## config.mk

```make
export PLATFORM = sky130hd
export DESIGN_NAME = pipeline_control_flat
export DESIGN_NICKNAME = d
export VERILOG_FILES = /design/src/rtl/pipeline_control_pkg.sv /design/src/rtl/pipeline_control_if.sv /design/src/rtl/pipeline_control_load_use_detect.sv /design/src/rtl/pipeline_control.sv /design/src/flat_wrapper.sv
export SDC_FILE = /design/constraint.sdc
export NUM_CORES = 1
export LEC_CHECK = 0
export BUFFER_PORTS_ARGS = -buffer_cell sky130_fd_sc_hd__clkbuf_2
export CAP_MARGIN = 20
export CELL_PAD_IN_SITES_DETAIL_PLACEMENT = 2
export CELL_PAD_IN_SITES_GLOBAL_PLACEMENT = 2
export CORE_ASPECT_RATIO = 0.75
export CORE_UTILIZATION = 16
export CTS_BUF_LIST = sky130_fd_sc_hd__clkbuf_16
export DETAILED_ROUTE_END_ITERATION = 7
export GPL_TIMING_DRIVEN = 1
export PLACE_DENSITY_LB_ADDON = 0.2
export SYNTH_ARGS = -nofsm -noshare
export SYNTH_HDL_FRONTEND = slang
export SYNTH_SLANG_ARGS = --single-unit
```

## constraint.sdc

```tcl
create_clock -name clk -period 2.8 [get_ports clk]
set_input_delay 0.84 -clock clk [delete_from_list [all_inputs] [get_ports clk]]
set_output_delay 0.84 -clock clk [all_outputs]
set_load 0.1 [all_outputs]
```

## src/rtl/pipeline_control_pkg.sv

```systemverilog
// -----------------------------------------------------------------------------
// pipeline_control_pkg
//   Shared LC-3b pipeline-control types: register index, NOP encoding,
//   sequencer FSM states and the bundle of latch control strobes, plus
//   helpers that build the fixed control patterns used by the sequencer.
//   No ports (package).
// -----------------------------------------------------------------------------
package pipeline_control_pkg;

  // 3-bit architectural register index R0..R7.
  typedef logic [2:0]  lc3b_reg;
  typedef logic [15:0] lc3b_word;

  // All-zero word is the pipeline NOP (squashed IF/ID, flushed ID/EX, EX/MEM).
  localparam lc3b_word NOP = 16'h0000;

  typedef enum logic [1:0] {
    INIT       = 2'd0,  // post-reset fill, IF/ID contents not yet meaningful
    RUN        = 2'd1,  // normal operation
    DMEM_WAIT  = 2'd2,  // frozen on an outstanding data access
    REDIR_WAIT = 2'd3   // taken branch in MEM waiting for the fetch to finish
  } pipe_ctrl_state_t;

  // One strobe per latch control, in pipeline order.
  typedef struct packed {
    logic load_pc;
    logic load_if_id;
    logic inject_nop_if_id;
    logic squash_if_id;
    logic load_id_ex;
    logic flush_id_ex;
    logic load_ex_mem;
    logic flush_ex_mem;
    logic load_mem_wb;
  } pipe_ctrl_t;

  // Pattern driven while reset is asserted: NOPs everywhere, nothing loads.
  function automatic pipe_ctrl_t ctrl_reset();
    pipe_ctrl_t c;
    c = '0;
    c.inject_nop_if_id = 1'b1;
    c.flush_id_ex      = 1'b1;
    c.flush_ex_mem     = 1'b1;
    return c;
  endfunction

  // Applied redirect: new PC, IF/ID squashed, ID/EX and EX/MEM flushed
  // (flush loads the zero NOP, so the matching load is also raised) and the
  // MEM-stage control transfer retires into MEM/WB.
  function automatic pipe_ctrl_t ctrl_redirect();
    pipe_ctrl_t c;
    c = '0;
    c.load_pc      = 1'b1;
    c.load_if_id   = 1'b1;
    c.squash_if_id = 1'b1;
    c.load_id_ex   = 1'b1;
    c.flush_id_ex  = 1'b1;
    c.load_ex_mem  = 1'b1;
    c.flush_ex_mem = 1'b1;
    c.load_mem_wb  = 1'b1;
    return c;
  endfunction

  // Everything advances, no bubbles.
  function automatic pipe_ctrl_t ctrl_normal();
    pipe_ctrl_t c;
    c = '0;
    c.load_pc     = 1'b1;
    c.load_if_id  = 1'b1;
    c.load_id_ex  = 1'b1;
    c.load_ex_mem = 1'b1;
    c.load_mem_wb = 1'b1;
    return c;
  endfunction

endpackage

```

## src/rtl/pipeline_control_if.sv

```systemverilog
// -----------------------------------------------------------------------------
// pipeline_control_if
//   Bundles the pipeline status inputs and latch control outputs of the
//   stall/flush sequencer.
//
//   Handshake semantics: imem_resp means the instruction fetch issued for
//   the current PC completes in this cycle. dmem_req is held high by the
//   MEM stage for as long as its access is outstanding; the access completes
//   in the cycle where dmem_req and dmem_resp are both high. A response
//   without a request is ignored. br_taken_mem is held while the branch sits
//   in MEM; MEM is frozen until the redirect is applied.
//
//   modport master : datapath side (drives status, receives controls)
//   modport slave  : sequencer side (pipeline_control)
// -----------------------------------------------------------------------------
interface pipeline_control_if;
  import pipeline_control_pkg::*;

  // Status from the datapath / caches
  logic    imem_resp;
  logic    dmem_req;
  logic    dmem_resp;
  logic    br_taken_mem;
  logic    ex_is_load;
  lc3b_reg ex_dest;
  logic    ex_dest_valid;
  lc3b_reg id_sr1;
  lc3b_reg id_sr2;
  logic    id_sr1_used;
  logic    id_sr2_used;

  // Latch controls back to the datapath
  logic load_pc;
  logic load_if_id;
  logic inject_nop_if_id;
  logic squash_if_id;
  logic load_id_ex;
  logic flush_id_ex;
  logic load_ex_mem;
  logic flush_ex_mem;
  logic load_mem_wb;

  modport master (
    output imem_resp, dmem_req, dmem_resp, br_taken_mem,
    output ex_is_load, ex_dest, ex_dest_valid,
    output id_sr1, id_sr2, id_sr1_used, id_sr2_used,
    input  load_pc, load_if_id, inject_nop_if_id, squash_if_id,
    input  load_id_ex, flush_id_ex, load_ex_mem, flush_ex_mem, load_mem_wb
  );

  modport slave (
    input  imem_resp, dmem_req, dmem_resp, br_taken_mem,
    input  ex_is_load, ex_dest, ex_dest_valid,
    input  id_sr1, id_sr2, id_sr1_used, id_sr2_used,
    output load_pc, load_if_id, inject_nop_if_id, squash_if_id,
    output load_id_ex, flush_id_ex, load_ex_mem, flush_ex_mem, load_mem_wb
  );

endinterface

```

## src/rtl/pipeline_control_load_use_detect.sv

```systemverilog
// -----------------------------------------------------------------------------
// pipeline_control_load_use_detect
//   Combinational load-use hazard detector: flags when the load in EX writes
//   a register that the ID-stage instruction actually reads.
//
//   Ports:
//     ex_is_load, ex_dest_valid, ex_dest : EX-stage load and its destination
//     id_sr1/id_sr2, id_sr1_used/_used   : ID-stage sources and read enables
//     hazard                             : one bubble required this cycle
// -----------------------------------------------------------------------------
module pipeline_control_load_use_detect
  import pipeline_control_pkg::*;
(
  input  logic    ex_is_load,
  input  logic    ex_dest_valid,
  input  lc3b_reg ex_dest,
  input  lc3b_reg id_sr1,
  input  logic    id_sr1_used,
  input  lc3b_reg id_sr2,
  input  logic    id_sr2_used,
  output logic    hazard
);

  logic sr1_match;
  logic sr2_match;

  // Unused source fields may hold garbage bits, so the read enables gate
  // each compare.
  assign sr1_match = id_sr1_used && (id_sr1 == ex_dest);
  assign sr2_match = id_sr2_used && (id_sr2 == ex_dest);
  assign hazard    = ex_is_load && ex_dest_valid && (sr1_match || sr2_match);

endmodule

```

## src/rtl/pipeline_control.sv

```systemverilog
// -----------------------------------------------------------------------------
// pipeline_control
//   Stall/flush sequencer for the 5-stage LC-3b pipeline. Controls are
//   combinational from the FSM state and the current status inputs.
//
//   Ports:
//     clk, reset     : clock, synchronous active-high reset
//     pif (slave)    : status inputs and latch control outputs
//     dbg_state      : current FSM state
//     stall_cycles   : cycles with load_pc low outside reset/INIT (saturating)
//     flush_events   : applied redirects (saturating)
//   The two counters exist only when PIPE_PERF_CNT_EN is defined.
//
//   Priority in RUN/DMEM_WAIT: D-stall > redirect > load-use > I-stall.
// -----------------------------------------------------------------------------
module pipeline_control
  import pipeline_control_pkg::*;
#(
  parameter int STALL_CNT_W = 16
) (
  input  logic               clk,
  input  logic               reset,
  pipeline_control_if.slave  pif,
  output pipe_ctrl_state_t   dbg_state
`ifdef PIPE_PERF_CNT_EN
  ,
  output logic [STALL_CNT_W-1:0] stall_cycles,
  output logic [STALL_CNT_W-1:0] flush_events
`endif
);

  if (STALL_CNT_W < 1) begin : g_bad_cnt_w
    $error("STALL_CNT_W must be at least 1");
  end

  pipe_ctrl_state_t state_q;
  pipe_ctrl_state_t state_d;
  pipe_ctrl_t       ctrl;
  logic             hazard;
  logic             dstall;

  pipeline_control_load_use_detect u_load_use_detect (
    .ex_is_load    (pif.ex_is_load),
    .ex_dest_valid (pif.ex_dest_valid),
    .ex_dest       (pif.ex_dest),
    .id_sr1        (pif.id_sr1),
    .id_sr1_used   (pif.id_sr1_used),
    .id_sr2        (pif.id_sr2),
    .id_sr2_used   (pif.id_sr2_used),
    .hazard        (hazard)
  );

  assign dstall = pif.dmem_req && !pif.dmem_resp;

  always_ff @(posedge clk) begin
    if (reset) begin
      state_q <= INIT;
    end else begin
      state_q <= state_d;
    end
  end

  always_comb begin
    ctrl    = '0;
    state_d = state_q;
    case (state_q)
      INIT: begin
        // Downstream latches keep loading NOPs until the first fetch lands.
        ctrl.inject_nop_if_id = 1'b1;
        ctrl.load_id_ex       = 1'b1;
        ctrl.flush_id_ex      = 1'b1;
        ctrl.load_ex_mem      = 1'b1;
        ctrl.flush_ex_mem     = 1'b1;
        ctrl.load_mem_wb      = 1'b1;
        ctrl.load_pc          = pif.imem_resp;
        ctrl.load_if_id       = pif.imem_resp;
        if (pif.imem_resp) begin
          state_d = RUN;
        end
      end

      RUN, DMEM_WAIT: begin
        if (dstall) begin
          // Whole pipeline frozen; ctrl stays all-zero.
          state_d = DMEM_WAIT;
        end else if (pif.br_taken_mem && pif.imem_resp) begin
          ctrl    = ctrl_redirect();
          state_d = RUN;
        end else if (pif.br_taken_mem) begin
          // Fetch of the wrong-path instruction still in flight; hold
          // everything so the redirect can be applied once it lands.
          state_d = REDIR_WAIT;
        end else if (hazard) begin
          // IF and ID hold, one bubble enters EX, the load moves on to MEM.
          ctrl.flush_id_ex = 1'b1;
          ctrl.load_ex_mem = 1'b1;
          ctrl.load_mem_wb = 1'b1;
          state_d          = RUN;
        end else if (!pif.imem_resp) begin
          // IF/ID keeps its instruction but ID presents a NOP so the held
          // instruction is not issued twice.
          ctrl.inject_nop_if_id = 1'b1;
          ctrl.load_id_ex       = 1'b1;
          ctrl.load_ex_mem      = 1'b1;
          ctrl.load_mem_wb      = 1'b1;
          state_d               = RUN;
        end else begin
          ctrl    = ctrl_normal();
          state_d = RUN;
        end
      end

      REDIR_WAIT: begin
        if (!pif.br_taken_mem) begin
          // Protocol violation (MEM should be frozen); recover to RUN.
          state_d = RUN;
        end else if (pif.imem_resp) begin
          ctrl    = ctrl_redirect();
          state_d = RUN;
        end
      end

      default: begin
        state_d = INIT;
      end
    endcase

    if (reset) begin
      ctrl = ctrl_reset();
    end
  end

  assign pif.load_pc          = ctrl.load_pc;
  assign pif.load_if_id       = ctrl.load_if_id;
  assign pif.inject_nop_if_id = ctrl.inject_nop_if_id;
  assign pif.squash_if_id     = ctrl.squash_if_id;
  assign pif.load_id_ex       = ctrl.load_id_ex;
  assign pif.flush_id_ex      = ctrl.flush_id_ex;
  assign pif.load_ex_mem      = ctrl.load_ex_mem;
  assign pif.flush_ex_mem     = ctrl.flush_ex_mem;
  assign pif.load_mem_wb      = ctrl.load_mem_wb;
  assign dbg_state            = state_q;

`ifdef PIPE_PERF_CNT_EN
  localparam logic [STALL_CNT_W-1:0] CNT_ONE = {{(STALL_CNT_W-1){1'b0}}, 1'b1};

  logic [STALL_CNT_W-1:0] stall_q;
  logic [STALL_CNT_W-1:0] flush_q;
  logic                   stall_evt;
  logic                   flush_evt;

  assign stall_evt = (state_q != INIT) && !ctrl.load_pc;
  // squash_if_id is raised only by an applied redirect.
  assign flush_evt = ctrl.squash_if_id;

  always_ff @(posedge clk) begin
    if (reset) begin
      stall_q <= '0;
      flush_q <= '0;
    end else begin
      if (stall_evt && (stall_q != '1)) begin
        stall_q <= stall_q + CNT_ONE;
      end
      if (flush_evt && (flush_q != '1)) begin
        flush_q <= flush_q + CNT_ONE;
      end
    end
  end

  assign stall_cycles = stall_q;
  assign flush_events = flush_q;
`endif

  // MEM is frozen while waiting on the redirect fetch, so the branch must
  // still be visible.
  a_redir_held: assert property (@(posedge clk) disable iff (reset)
    (state_q == REDIR_WAIT) |-> pif.br_taken_mem);

  a_flush_ex_mem_loads: assert property (@(posedge clk) disable iff (reset)
    ctrl.flush_ex_mem |-> ctrl.load_ex_mem);

  // The load-use bubble is the only flush without the matching load.
  a_flush_id_ex_loads: assert property (@(posedge clk) disable iff (reset)
    (ctrl.flush_id_ex && !ctrl.load_id_ex) |-> hazard);

endmodule
```

## src/flat_wrapper.sv

```systemverilog
// flat-port wrapper written by rule: the top's interface ports become plain ports
module pipeline_control_flat import pipeline_control_pkg::*;
#(
  parameter int STALL_CNT_W = 16
)
  (clk, reset, dbg_state, pif_imem_resp, pif_dmem_req, pif_dmem_resp, pif_br_taken_mem, pif_ex_is_load, pif_ex_dest, pif_ex_dest_valid, pif_id_sr1, pif_id_sr2, pif_id_sr1_used, pif_id_sr2_used, pif_load_pc, pif_load_if_id, pif_inject_nop_if_id, pif_squash_if_id, pif_load_id_ex, pif_flush_id_ex, pif_load_ex_mem, pif_flush_ex_mem, pif_load_mem_wb);
  pipeline_control_if pif_i ();
  input  logic clk;
  input  logic reset;
  output pipe_ctrl_state_t dbg_state;
  input wire logic [$bits(pif_i.imem_resp)-1:0] pif_imem_resp;
  input wire logic [$bits(pif_i.dmem_req)-1:0] pif_dmem_req;
  input wire logic [$bits(pif_i.dmem_resp)-1:0] pif_dmem_resp;
  input wire logic [$bits(pif_i.br_taken_mem)-1:0] pif_br_taken_mem;
  input wire logic [$bits(pif_i.ex_is_load)-1:0] pif_ex_is_load;
  input wire logic [$bits(pif_i.ex_dest)-1:0] pif_ex_dest;
  input wire logic [$bits(pif_i.ex_dest_valid)-1:0] pif_ex_dest_valid;
  input wire logic [$bits(pif_i.id_sr1)-1:0] pif_id_sr1;
  input wire logic [$bits(pif_i.id_sr2)-1:0] pif_id_sr2;
  input wire logic [$bits(pif_i.id_sr1_used)-1:0] pif_id_sr1_used;
  input wire logic [$bits(pif_i.id_sr2_used)-1:0] pif_id_sr2_used;
  output wire logic [$bits(pif_i.load_pc)-1:0] pif_load_pc;
  output wire logic [$bits(pif_i.load_if_id)-1:0] pif_load_if_id;
  output wire logic [$bits(pif_i.inject_nop_if_id)-1:0] pif_inject_nop_if_id;
  output wire logic [$bits(pif_i.squash_if_id)-1:0] pif_squash_if_id;
  output wire logic [$bits(pif_i.load_id_ex)-1:0] pif_load_id_ex;
  output wire logic [$bits(pif_i.flush_id_ex)-1:0] pif_flush_id_ex;
  output wire logic [$bits(pif_i.load_ex_mem)-1:0] pif_load_ex_mem;
  output wire logic [$bits(pif_i.flush_ex_mem)-1:0] pif_flush_ex_mem;
  output wire logic [$bits(pif_i.load_mem_wb)-1:0] pif_load_mem_wb;
  assign pif_i.imem_resp = pif_imem_resp;
  assign pif_i.dmem_req = pif_dmem_req;
  assign pif_i.dmem_resp = pif_dmem_resp;
  assign pif_i.br_taken_mem = pif_br_taken_mem;
  assign pif_i.ex_is_load = pif_ex_is_load;
  assign pif_i.ex_dest = pif_ex_dest;
  assign pif_i.ex_dest_valid = pif_ex_dest_valid;
  assign pif_i.id_sr1 = pif_id_sr1;
  assign pif_i.id_sr2 = pif_id_sr2;
  assign pif_i.id_sr1_used = pif_id_sr1_used;
  assign pif_i.id_sr2_used = pif_id_sr2_used;
  assign pif_load_pc = pif_i.load_pc;
  assign pif_load_if_id = pif_i.load_if_id;
  assign pif_inject_nop_if_id = pif_i.inject_nop_if_id;
  assign pif_squash_if_id = pif_i.squash_if_id;
  assign pif_load_id_ex = pif_i.load_id_ex;
  assign pif_flush_id_ex = pif_i.flush_id_ex;
  assign pif_load_ex_mem = pif_i.load_ex_mem;
  assign pif_flush_ex_mem = pif_i.flush_ex_mem;
  assign pif_load_mem_wb = pif_i.load_mem_wb;
  pipeline_control #(.STALL_CNT_W(STALL_CNT_W)) u_core (.clk(clk), .reset(reset), .pif(pif_i), .dbg_state(dbg_state));
endmodule
```

==> flow_summary.html, run 1 <==
<table>
<tr><th>Metric</th><th>Value</th></tr>
<tr><th colspan="2">Finish</th></tr>
<tr><td>Flip-flop count of the largest register after layout</td><td>2</td></tr>
<tr><td>Layout net count</td><td>107</td></tr>
<tr><td>Share of post-route cells with drive strength above 1</td><td>~71%</td></tr>
<tr><td>Layout fillers</td><td>213</td></tr>
<tr><td>FF+latch area</td><td>47.55 um2</td></tr>
<tr><td>Area Overhead vs Synth</td><td>184.4%</td></tr>
<tr><td>Diodes inserted</td><td>0</td></tr>
<tr><td>Number of standard cells in the final layout excluding fillers</td><td>108</td></tr>
<tr><td>Combined area of the multi-input logic cells</td><td>429.2 um2</td></tr>
<tr><td>Final cell area excluding filler cells</td><td>~980 um2</td></tr>
<tr><th colspan="2">Place</th></tr>
<tr><td>Global placer's final weighted congestion</td><td>0.7663</td></tr>
<tr><td>Cell Area, Placed</td><td>788.3 um2</td></tr>
<tr><td>Count of buffers from port buffering</td><td>29</td></tr>
<tr><td>Post-placement cell count</td><td>approximately 110</td></tr>
<tr><td>DP Wirelength</td><td>1363 um</td></tr>
<tr><th colspan="2">Yosys</th></tr>
<tr><td>EDFF count, synth</td><td>0</td></tr>
<tr><td>Post-Syn Instances</td><td>48</td></tr>
<tr><td>Asr flop ratio synth</td><td>0%</td></tr>
<tr><td>Mean area per synthesized cell</td><td>7.168 um2</td></tr>
<tr><td>Cell taking the most area after synthesis</td><td>xnor2_1</td></tr>
<tr><td>Portion of synthesized cell area occupied by the leading cell type</td><td>15.27%</td></tr>
<tr><td>Mapped cell area</td><td>344.1 um2</td></tr>
<tr><td>Sequential-to-total area share from yosys stat</td><td>11.64%</td></tr>
<tr><td>Flip-flop and latch count after synthesis</td><td>2</td></tr>
<tr><td>Synth Net Count</td><td>69</td></tr>
<tr><td>Most frequent cells after synthesis</td><td>7 x nor2_1, 6 x xnor2_1</td></tr>
<tr><td>Number of warning messages in the yosys log</td><td>0</td></tr>
<tr><td>Main flop type after synthesis</td><td>dfxtp_1</td></tr>
<tr><td>Netlist cell types</td><td>23</td></tr>
<tr><td>Leading post-synthesis cells by cell area</td><td>xnor2_1 15%, dfxtp_1 12%, nor2_1 7.6%</td></tr>
<tr><td>Top-count cell post-synth</td><td>nor2_1</td></tr>
<tr><th colspan="2">Routing</th></tr>
<tr><td>Via Count</td><td>around 500</td></tr>
<tr><td>Number of nets with antenna violations after detailed routing</td><td>0</td></tr>
<tr><td>Final Routed Wirelength</td><td>between 1500 and 2000 um</td></tr>
<tr><td>Total routed wire length on the met1 layer</td><td>695 um</td></tr>
<tr><td>Number of DRC violations after detailed routing</td><td>0</td></tr>
<tr><td>Metal2 WL</td><td>a little under 900 um</td></tr>
<tr><td>1st-iter DRT viols</td><td>4</td></tr>
<tr><td>Highest routed metal layer</td><td>met3</td></tr>
<tr><td>Number of vias per cell after detailed routing</td><td>around 4.6</td></tr>
<tr><td>Total iterations of the first detailed-routing run</td><td>2</td></tr>
<tr><td>Routed met3 length</td><td>84 um</td></tr>
<tr><td>Average wire length per cell after detail routing</td><td>15.29 um</td></tr>
<tr><th colspan="2">STA</th></tr>
<tr><td>Summed negative setup slack over all endpoints</td><td>0 ns</td></tr>
<tr><td>Pins Over Slew Limit</td><td>0</td></tr>
<tr><td>Count of final setup violators</td><td>0</td></tr>
<tr><td>Final-report hold violation count</td><td>0</td></tr>
<tr><td>Worst rel slew slack</td><td>64.26%</td></tr>
<tr><td>Clock period minus worst slack</td><td>2.800 ns</td></tr>
<tr><td>Share of the cycle needed by the critical path after routing</td><td>99.99%</td></tr>
<tr><td>Achievable frequency</td><td>approximately 360 MHz</td></tr>
<tr><td>RSZ-0062 raised after global routing</td><td>true</td></tr>
<tr><td>Pin slew with the least headroom to its limit</td><td>0.5384 ns</td></tr>
<tr><td>Skew final</td><td>0.003053 ns</td></tr>
<tr><th colspan="2">Critical path</th></tr>
<tr><td>Critical path cell sequence</td><td>clkbuf_2, nand2b_4, buf_4, nand2_2, nor2_1, a2111o_1, buf_12</td></tr>
<tr><td>Critical path data arrival time</td><td>a little under 2 ns</td></tr>
<tr><td>Max FO, Critical Path</td><td>3</td></tr>
<tr><td>Data required time of the critical path</td><td>1.96 ns</td></tr>
<tr><td>Buf/Inv on CP</td><td>3</td></tr>
<tr><td>CP Capture Type</td><td>primary output</td></tr>
<tr><td>Startpoint Class</td><td>input pin</td></tr>
<tr><td>Worst setup path class</td><td>input pin to primary output</td></tr>
<tr><td>CP max stage cell</td><td>a2111o_1</td></tr>
<tr><td>Maximum cell stage delay along the critical path</td><td>between 0.4 and 0.5 ns</td></tr>
<tr><td>Category of cells accounting for the largest share of critical-path delay</td><td>compound AO/OA/AOI/OAI gates</td></tr>
<tr><th colspan="2">Floorplanning</th></tr>
<tr><td>Vert. Die Dim</td><td>42.16 um</td></tr>
<tr><td>Width of the chip</td><td>roughly 56 um</td></tr>
<tr><td>Core region area</td><td>2014 um2</td></tr>
<tr><td>Row count</td><td>14</td></tr>
<tr><td>Die Footprint</td><td>between 2000 and 2500 um2</td></tr>
<tr><td>I/O pin count</td><td>30</td></tr>
<tr><td>Initial standard-cell utilization of the core</td><td>17.08%</td></tr>
<tr><th colspan="2">CTS</th></tr>
<tr><td>Clock tree from TritonCTS</td><td>done</td></tr>
<tr><td>Clock tree root driver cell</td><td>clkbuf_16</td></tr>
<tr><td>Clock input transition at the sequential cells of the worst setup and hold paths</td><td>0.03 ns</td></tr>
<tr><td>Hold-fix buffers, CTS</td><td>0</td></tr>
<tr><td>Maximum root-to-sink buffer count</td><td>2</td></tr>
<tr><td>Later-pin clock latency in the skew report</td><td>0.22 ns</td></tr>
<tr><td>CTS HTree Levels</td><td>1</td></tr>
<tr><td>Number of sinks handled by clock tree synthesis</td><td>2</td></tr>
<tr><td>Num CTS Buffers</td><td>3</td></tr>
<tr><th colspan="2">GRT</th></tr>
<tr><td>Initial antenna violation count</td><td>0</td></tr>
<tr><td>Via count of the first global-routing pass</td><td>556</td></tr>
<tr><td>First-pass GRT wire length</td><td>between 2000 and 3000 um</td></tr>
<tr><td>Global-route congestion overflow total</td><td>0</td></tr>
<tr><td>Total track usage</td><td>15.57%</td></tr>
<tr><td>Maximum number of pins on one net before global-route repair</td><td>10</td></tr>
<tr><th colspan="2">Power and ir drop</th></tr>
<tr><td>Overall power consumption</td><td>a little under 0.6 mW</td></tr>
<tr><td>Power density over the cells</td><td>598.3 nW/um2</td></tr>
<tr><td>Static power due to leakage</td><td>roughly 0.45 nW</td></tr>
<tr><td>Worst vdd ir</td><td>0.3639 mV</td></tr>
<tr><th colspan="2">Status</th></tr>
<tr><td>Status</td><td>finished clean</td></tr>
<tr><th colspan="2">Worst hold path</th></tr>
<tr><td>Tightest Hold Check Type</td><td>flop to flop</td></tr>
<tr><th colspan="2">Flow run</th></tr>
<tr><td>Maximum Capacitance Violations</td><td>0</td></tr>
</table>
-- layout make-up --
class	count	share of cell area, %
Clock buffer	3	7.673
Sequential cell	2	4.859
Tap cell	24	3.069
Inverter	3	1.151
Timing Repair Buffer	36	39.39
Multi-Input combinational cell	40	43.86
-- metrics by stage --
step,utilization [%],hold slack [ns],worst slack (ns)
final,48.57,0.5528,0.0002425
after CTS,44.04,0.5620,-0.01311
after detailed placement,39.13,0.5429,-0.07206
after global placement,39.13,0.5390,-0.05846
after floorplan,-,0.6520,-0.5049
after global routing,48.57,0.6013,-0.03682
-- cell families after synthesis --
family / after synthesis / share of synthesized area [%]
XOR/XNOR: 6 / 15.27
buffers and inverters: 6 / 8.725
AO/OA/AOI/OAI: 12 / 26.18
adder cells (fa/ha/maj): 2 / 7.272
flip-flops: 2 / 11.64
AND/OR/NAND/NOR: 20 / 30.91
-- worst paths after layout --
check                                    startpoint                  end  slack [ns]  cells after the start
worst max-delay path                  pif_dmem_resp      pif_flush_id_ex      0.0002                      7
worst min-delay path            u_core.dbg_state[0]  u_core.dbg_state[0]        0.55                      2
worst max register to register  u_core.dbg_state[0]  u_core.dbg_state[1]        1.41                      5
worst min register to register  u_core.dbg_state[0]  u_core.dbg_state[0]        0.55                      2
-- tightest hold or removal path: cells and delay by family, from the launching register on --
family,cells,cell delay [ns]
compound gates,1,0.07
flops,1,0.34
simple gates,1,0.09
-- layout by cell type, fill, tap and decap left out, types with 2 or more instances in the layout --
cell	n
inv_1	3
buf_4	5
buf_6	6
clkbuf_16	3
xnor2_2	6
clkbuf_2	14
nor3_1	2
buf_8	2
nand2_1	2
nor2_1	6
nand4_1	2
buf_12	9
dfxtp_4	2
nand2b_1	2
a21oi_4	2
-- power breakdown --
part           leakage, nW  internal, mW  switching (mW)
clock               0.0370         0.182          0.0347
combinational        0.390         0.130           0.204
sequential          0.0178        0.0318         0.00293
-- metal layers --
layer	GRT usage [%]	vias up
met5	0	-
met4	4.500	0
met3	7.099	0
met2	27.23	16
met1	17.01	240
li1	-	242
-- repair_timing --
| item | 4_1_cts | 5_1_grt |
|---|---|---|
| endpoints found under the setup margin | 5 | 6 |
| buffers inserted | 0 | 0 |
| resized for setup | 3 | 23 |
| pin swaps | 4 | 8 |
Note: power is estimated with default switching activity, not from simulation.
==> run 2, diff against run 1 <==
--- a/config.mk
+++ b/config.mk
@@ -15,6 +15,7 @@
 export DETAILED_ROUTE_END_ITERATION = 7
 export GPL_TIMING_DRIVEN = 1
 export PLACE_DENSITY_LB_ADDON = 0.2
+export REMOVE_ABC_BUFFERS = 1
 export SYNTH_ARGS = -nofsm -noshare
 export SYNTH_HDL_FRONTEND = slang
 export SYNTH_SLANG_ARGS = --single-unit
==> run 2 against run 1 <==
The flow now finishes with violations (setup timing). Hold slack gained 0.049 ns. First-iteration DRC count grew to 2.8 times the previous value. Clock power is essentially flat. Routed wire length grew 29%. Global-route usage grew 2.0 points. Setup slack lost 0.078 ns. Utilization grew 0.31 points. Design area grew 0.64%. Register-to-register slack lost 0.16 ns. Total power grew 2.1%. Largest cell class is now non-clock buffers.
==> flow_summary.html, run 2 (synthesis gave the netlist of run 1 again) <==
<table>
<tr><th>Metric</th><th>Value</th></tr>
<tr><th colspan="2">Critical path</th></tr>
<tr><td>Critical path data arrival time</td><td>2.04 ns (+0.08 ns)</td></tr>
<tr><td>CP max stage cell</td><td>a2111o_1</td></tr>
<tr><td>Critical path cell sequence</td><td>buf_4, xnor2_4, nand4_1, a21oi_2, buf_6, a2111o_1, buf_12</td></tr>
<tr><td>Buf/Inv on CP</td><td>3 (unchanged)</td></tr>
<tr><td>Data required time of the critical path</td><td>1.96 ns (about the same)</td></tr>
<tr><td>Maximum cell stage delay along the critical path</td><td>0.44 ns (about the same)</td></tr>
<tr><td>Category of cells accounting for the largest share of critical-path delay</td><td>compound AO/OA/AOI/OAI gates</td></tr>
<tr><td>Crit path depth</td><td>7 (unchanged)</td></tr>
<tr><td>CP Capture Type</td><td>primary output</td></tr>
<tr><td>Number of cell instances on the worst register-to-register path</td><td>6 (+1)</td></tr>
<tr><td>Worst setup path class</td><td>input pin to primary output</td></tr>
<tr><td>Max FO, Critical Path</td><td>3 (unchanged)</td></tr>
<tr><td>Startpoint Class</td><td>input pin</td></tr>
<tr><th colspan="2">Place</th></tr>
<tr><td>Place WS</td><td>-0.2898 ns (-0.2177 ns)</td></tr>
<tr><td>Post-placement cell count</td><td>109 (+3.8%)</td></tr>
<tr><td>DP Wirelength</td><td>1382 um (+1.4%)</td></tr>
<tr><td>Cell Area, Placed</td><td>718.2 um2 (-8.9%)</td></tr>
<tr><td>Global placer's final weighted congestion</td><td>0.7059 (-7.9%)</td></tr>
<tr><td>Count of buffers from port buffering</td><td>29 (unchanged)</td></tr>
<tr><th colspan="2">Finish</th></tr>
<tr><td>Flip-flop count of the largest register after layout</td><td>2 (unchanged)</td></tr>
<tr><td>Combined area of the multi-input logic cells</td><td>405.4 um2 (-5.5%)</td></tr>
<tr><td>Diodes inserted</td><td>0 (unchanged)</td></tr>
<tr><td>Layout fillers</td><td>212 (-0.47%)</td></tr>
<tr><td>Final cell area excluding filler cells</td><td>984.7 um2 (+0.64%)</td></tr>
<tr><td>Share of post-route cells with drive strength above 1</td><td>66.30% (-5.1 points)</td></tr>
<tr><td>Commonest non-fill, non-tap cell in the layout</td><td>clkbuf_2</td></tr>
<tr><td>Area Overhead vs Synth</td><td>186.2%</td></tr>
<tr><td>Commonest cells after routing, fill and taps aside</td><td>16 x clkbuf_2, 15 x buf_4, 9 x buf_12</td></tr>
<tr><td>FF+latch area</td><td>41.29 um2 (-13%)</td></tr>
<tr><td>Number of standard cells in the final layout excluding fillers</td><td>116 (+7.4%)</td></tr>
<tr><td>Layout net count</td><td>115 (+7.5%)</td></tr>
<tr><th colspan="2">Floorplanning</th></tr>
<tr><td>Initial standard-cell utilization of the core</td><td>17.08% (unchanged)</td></tr>
<tr><td>I/O pin count</td><td>30 (unchanged)</td></tr>
<tr><td>Die Footprint</td><td>2342 um2 (unchanged)</td></tr>
<tr><td>Width of the chip</td><td>55.55 um (unchanged)</td></tr>
<tr><td>Row count</td><td>14 (unchanged)</td></tr>
<tr><td>Vert. Die Dim</td><td>42.16 um (unchanged)</td></tr>
<tr><td>Core region area</td><td>2014 um2 (unchanged)</td></tr>
<tr><th colspan="2">Flow run</th></tr>
<tr><td>Maximum Capacitance Violations</td><td>0 (unchanged)</td></tr>
<tr><th colspan="2">CTS</th></tr>
<tr><td>Clock input transition at the sequential cells of the worst setup and hold paths</td><td>0.03 ns (about the same)</td></tr>
<tr><td>Num CTS Buffers</td><td>3 (unchanged)</td></tr>
<tr><td>Clock tree from TritonCTS</td><td>done</td></tr>
<tr><td>Later-pin clock latency in the skew report</td><td>0.22 ns (about the same)</td></tr>
<tr><td>Maximum root-to-sink buffer count</td><td>2 (unchanged)</td></tr>
<tr><td>Clock tree root driver cell</td><td>clkbuf_16</td></tr>
<tr><td>CTS HTree Levels</td><td>1 (unchanged)</td></tr>
<tr><td>Hold-fix buffers, CTS</td><td>0 (unchanged)</td></tr>
<tr><td>Number of sinks handled by clock tree synthesis</td><td>2 (unchanged)</td></tr>
<tr><th colspan="2">GRT</th></tr>
<tr><td>Maximum number of pins on one net before global-route repair</td><td>8 (-2)</td></tr>
<tr><td>Global-route congestion overflow total</td><td>0 (unchanged)</td></tr>
<tr><td>First-pass GRT wire length</td><td>3036 um (+16%)</td></tr>
<tr><td>Via count of the first global-routing pass</td><td>635 (+14%)</td></tr>
<tr><td>Initial antenna violation count</td><td>0 (unchanged)</td></tr>
<tr><td>Total track usage</td><td>17.52% (+2.0 points)</td></tr>
<tr><th colspan="2">Routing</th></tr>
<tr><td>Total iterations of the first detailed-routing run</td><td>4 (+2)</td></tr>
<tr><td>Number of vias per cell after detailed routing</td><td>4.741 (+2.8%)</td></tr>
<tr><td>Final Routed Wirelength</td><td>2124 um (+29%)</td></tr>
<tr><td>1st-iter DRT viols</td><td>11 (+7)</td></tr>
<tr><td>Via Count</td><td>550 (+10%)</td></tr>
<tr><td>Number of nets with antenna violations after detailed routing</td><td>0 (unchanged)</td></tr>
<tr><td>Number of DRC violations after detailed routing</td><td>0 (unchanged)</td></tr>
<tr><td>Average wire length per cell after detail routing</td><td>18.31 um (+20%)</td></tr>
<tr><th colspan="2">STA</th></tr>
<tr><td>RSZ-0062 raised after global routing</td><td>true</td></tr>
<tr><td>Final-report hold violation count</td><td>0 (unchanged)</td></tr>
<tr><td>Count of final setup violators</td><td>4 (+4)</td></tr>
<tr><td>Pins Over Slew Limit</td><td>0 (unchanged)</td></tr>
<tr><td>Skew final</td><td>0.0002581 ns (-0.002795 ns)</td></tr>
<tr><td>Pin slew with the least headroom to its limit</td><td>0.5394 ns (+0.0009243 ns)</td></tr>
<tr><td>Clock period minus worst slack</td><td>2.877 ns (+0.07764 ns)</td></tr>
<tr><td>Achievable frequency</td><td>347.5 MHz (-2.7%)</td></tr>
<tr><td>Min setup slack post-route</td><td>-0.07740 ns (-0.07764 ns)</td></tr>
<tr><td>Share of the cycle needed by the critical path after routing</td><td>102.8% (+2.8 points)</td></tr>
<tr><td>Worst rel slew slack</td><td>64.19% (about the same)</td></tr>
<tr><th colspan="2">Power and ir drop</th></tr>
<tr><td>Power density over the cells</td><td>607.0 nW/um2 (+1.5%)</td></tr>
<tr><td>Static power due to leakage</td><td>0.4511 nW (+1.3%)</td></tr>
<tr><td>Overall power consumption</td><td>0.5977 mW (+2.1%)</td></tr>
<tr><td>Worst vdd ir</td><td>0.5621 mV (+54%)</td></tr>
<tr><th colspan="2">Worst hold path</th></tr>
<tr><td>Tightest Hold Check Type</td><td>flop to flop</td></tr>
<tr><td>Hold-critical path depth</td><td>2 (unchanged)</td></tr>
<tr><th colspan="2">Status</th></tr>
<tr><td>Violations in the final reports</td><td>setup timing</td></tr>
<tr><td>Status</td><td>finished, violations left</td></tr>
</table>
==> run 2: area by class of cell <==
| type | count | area share (%) |
|---|---|---|
| Sequential cell | 2 | 4.193 |
| Timing Repair Buffer | 44 | 42.82 |
| Inverter | 3 | 1.144 |
| Tap cell | 24 | 3.050 |
| Clock buffer | 3 | 7.624 |
| Multi-Input combinational cell | 40 | 41.17 |
==> run 2: path summary, 6_finish.rpt <==
kind | slack [ns] | endpoint | startpoint
max reg2reg | 1.25 | u_core.dbg_state[1] | u_core.dbg_state[0]
max | -0.08 | pif_flush_id_ex | pif_id_sr2[2]
min | 0.60 | u_core.dbg_state[0] | u_core.dbg_state[0]
min reg2reg | 0.60 | u_core.dbg_state[0] | u_core.dbg_state[0]
==> run 2: routing by layer <==
layer / global-route usage (%) / vias up / wire, um
met4: 1.500 / 0 / 0
met3: 6.790 / 0 / 91
met5: 0 / - / 0
met2: 32.77 / 17 / 1085
met1: 19.55 / 276 / 947
li1: - / 257 / -
==> run 2: repair_timing <==
item / 4_1_cts / 5_1_grt
setup buffers: 2 / 3
setup endpoints to repair: 6 / 8
pin swaps: 5 / 8
resized for setup: 8 / 23
==> run 2: report_power, final <==
part           internal, mW  switching [mW]
registers            0.0321         0.00374
clock network         0.182          0.0374
logic                 0.134           0.208
total                 0.349           0.249
==> run 2: tightest hold or removal path: stages, from the launching register on <==
cell and delay [ns]:
dfxtp_2 0.33, nor2_1 0.12, a211oi_1 0.09
==> run 2: stage by stage <==
| stage | utilization (%) | TNS (ns) | hold WS [ns] |
|---|---|---|---|
| floorplan | - | -19.96 | 0.9124 |
| global placement | 35.65 | -0.8021 | 0.5347 |
| detailed placement | 35.65 | -1.069 | 0.5537 |
| CTS | 42.42 | -0.1756 | 0.5936 |
| global route | 48.88 | -0.6506 | 0.6344 |
| finish | 48.88 | -0.2629 | 0.6013 |
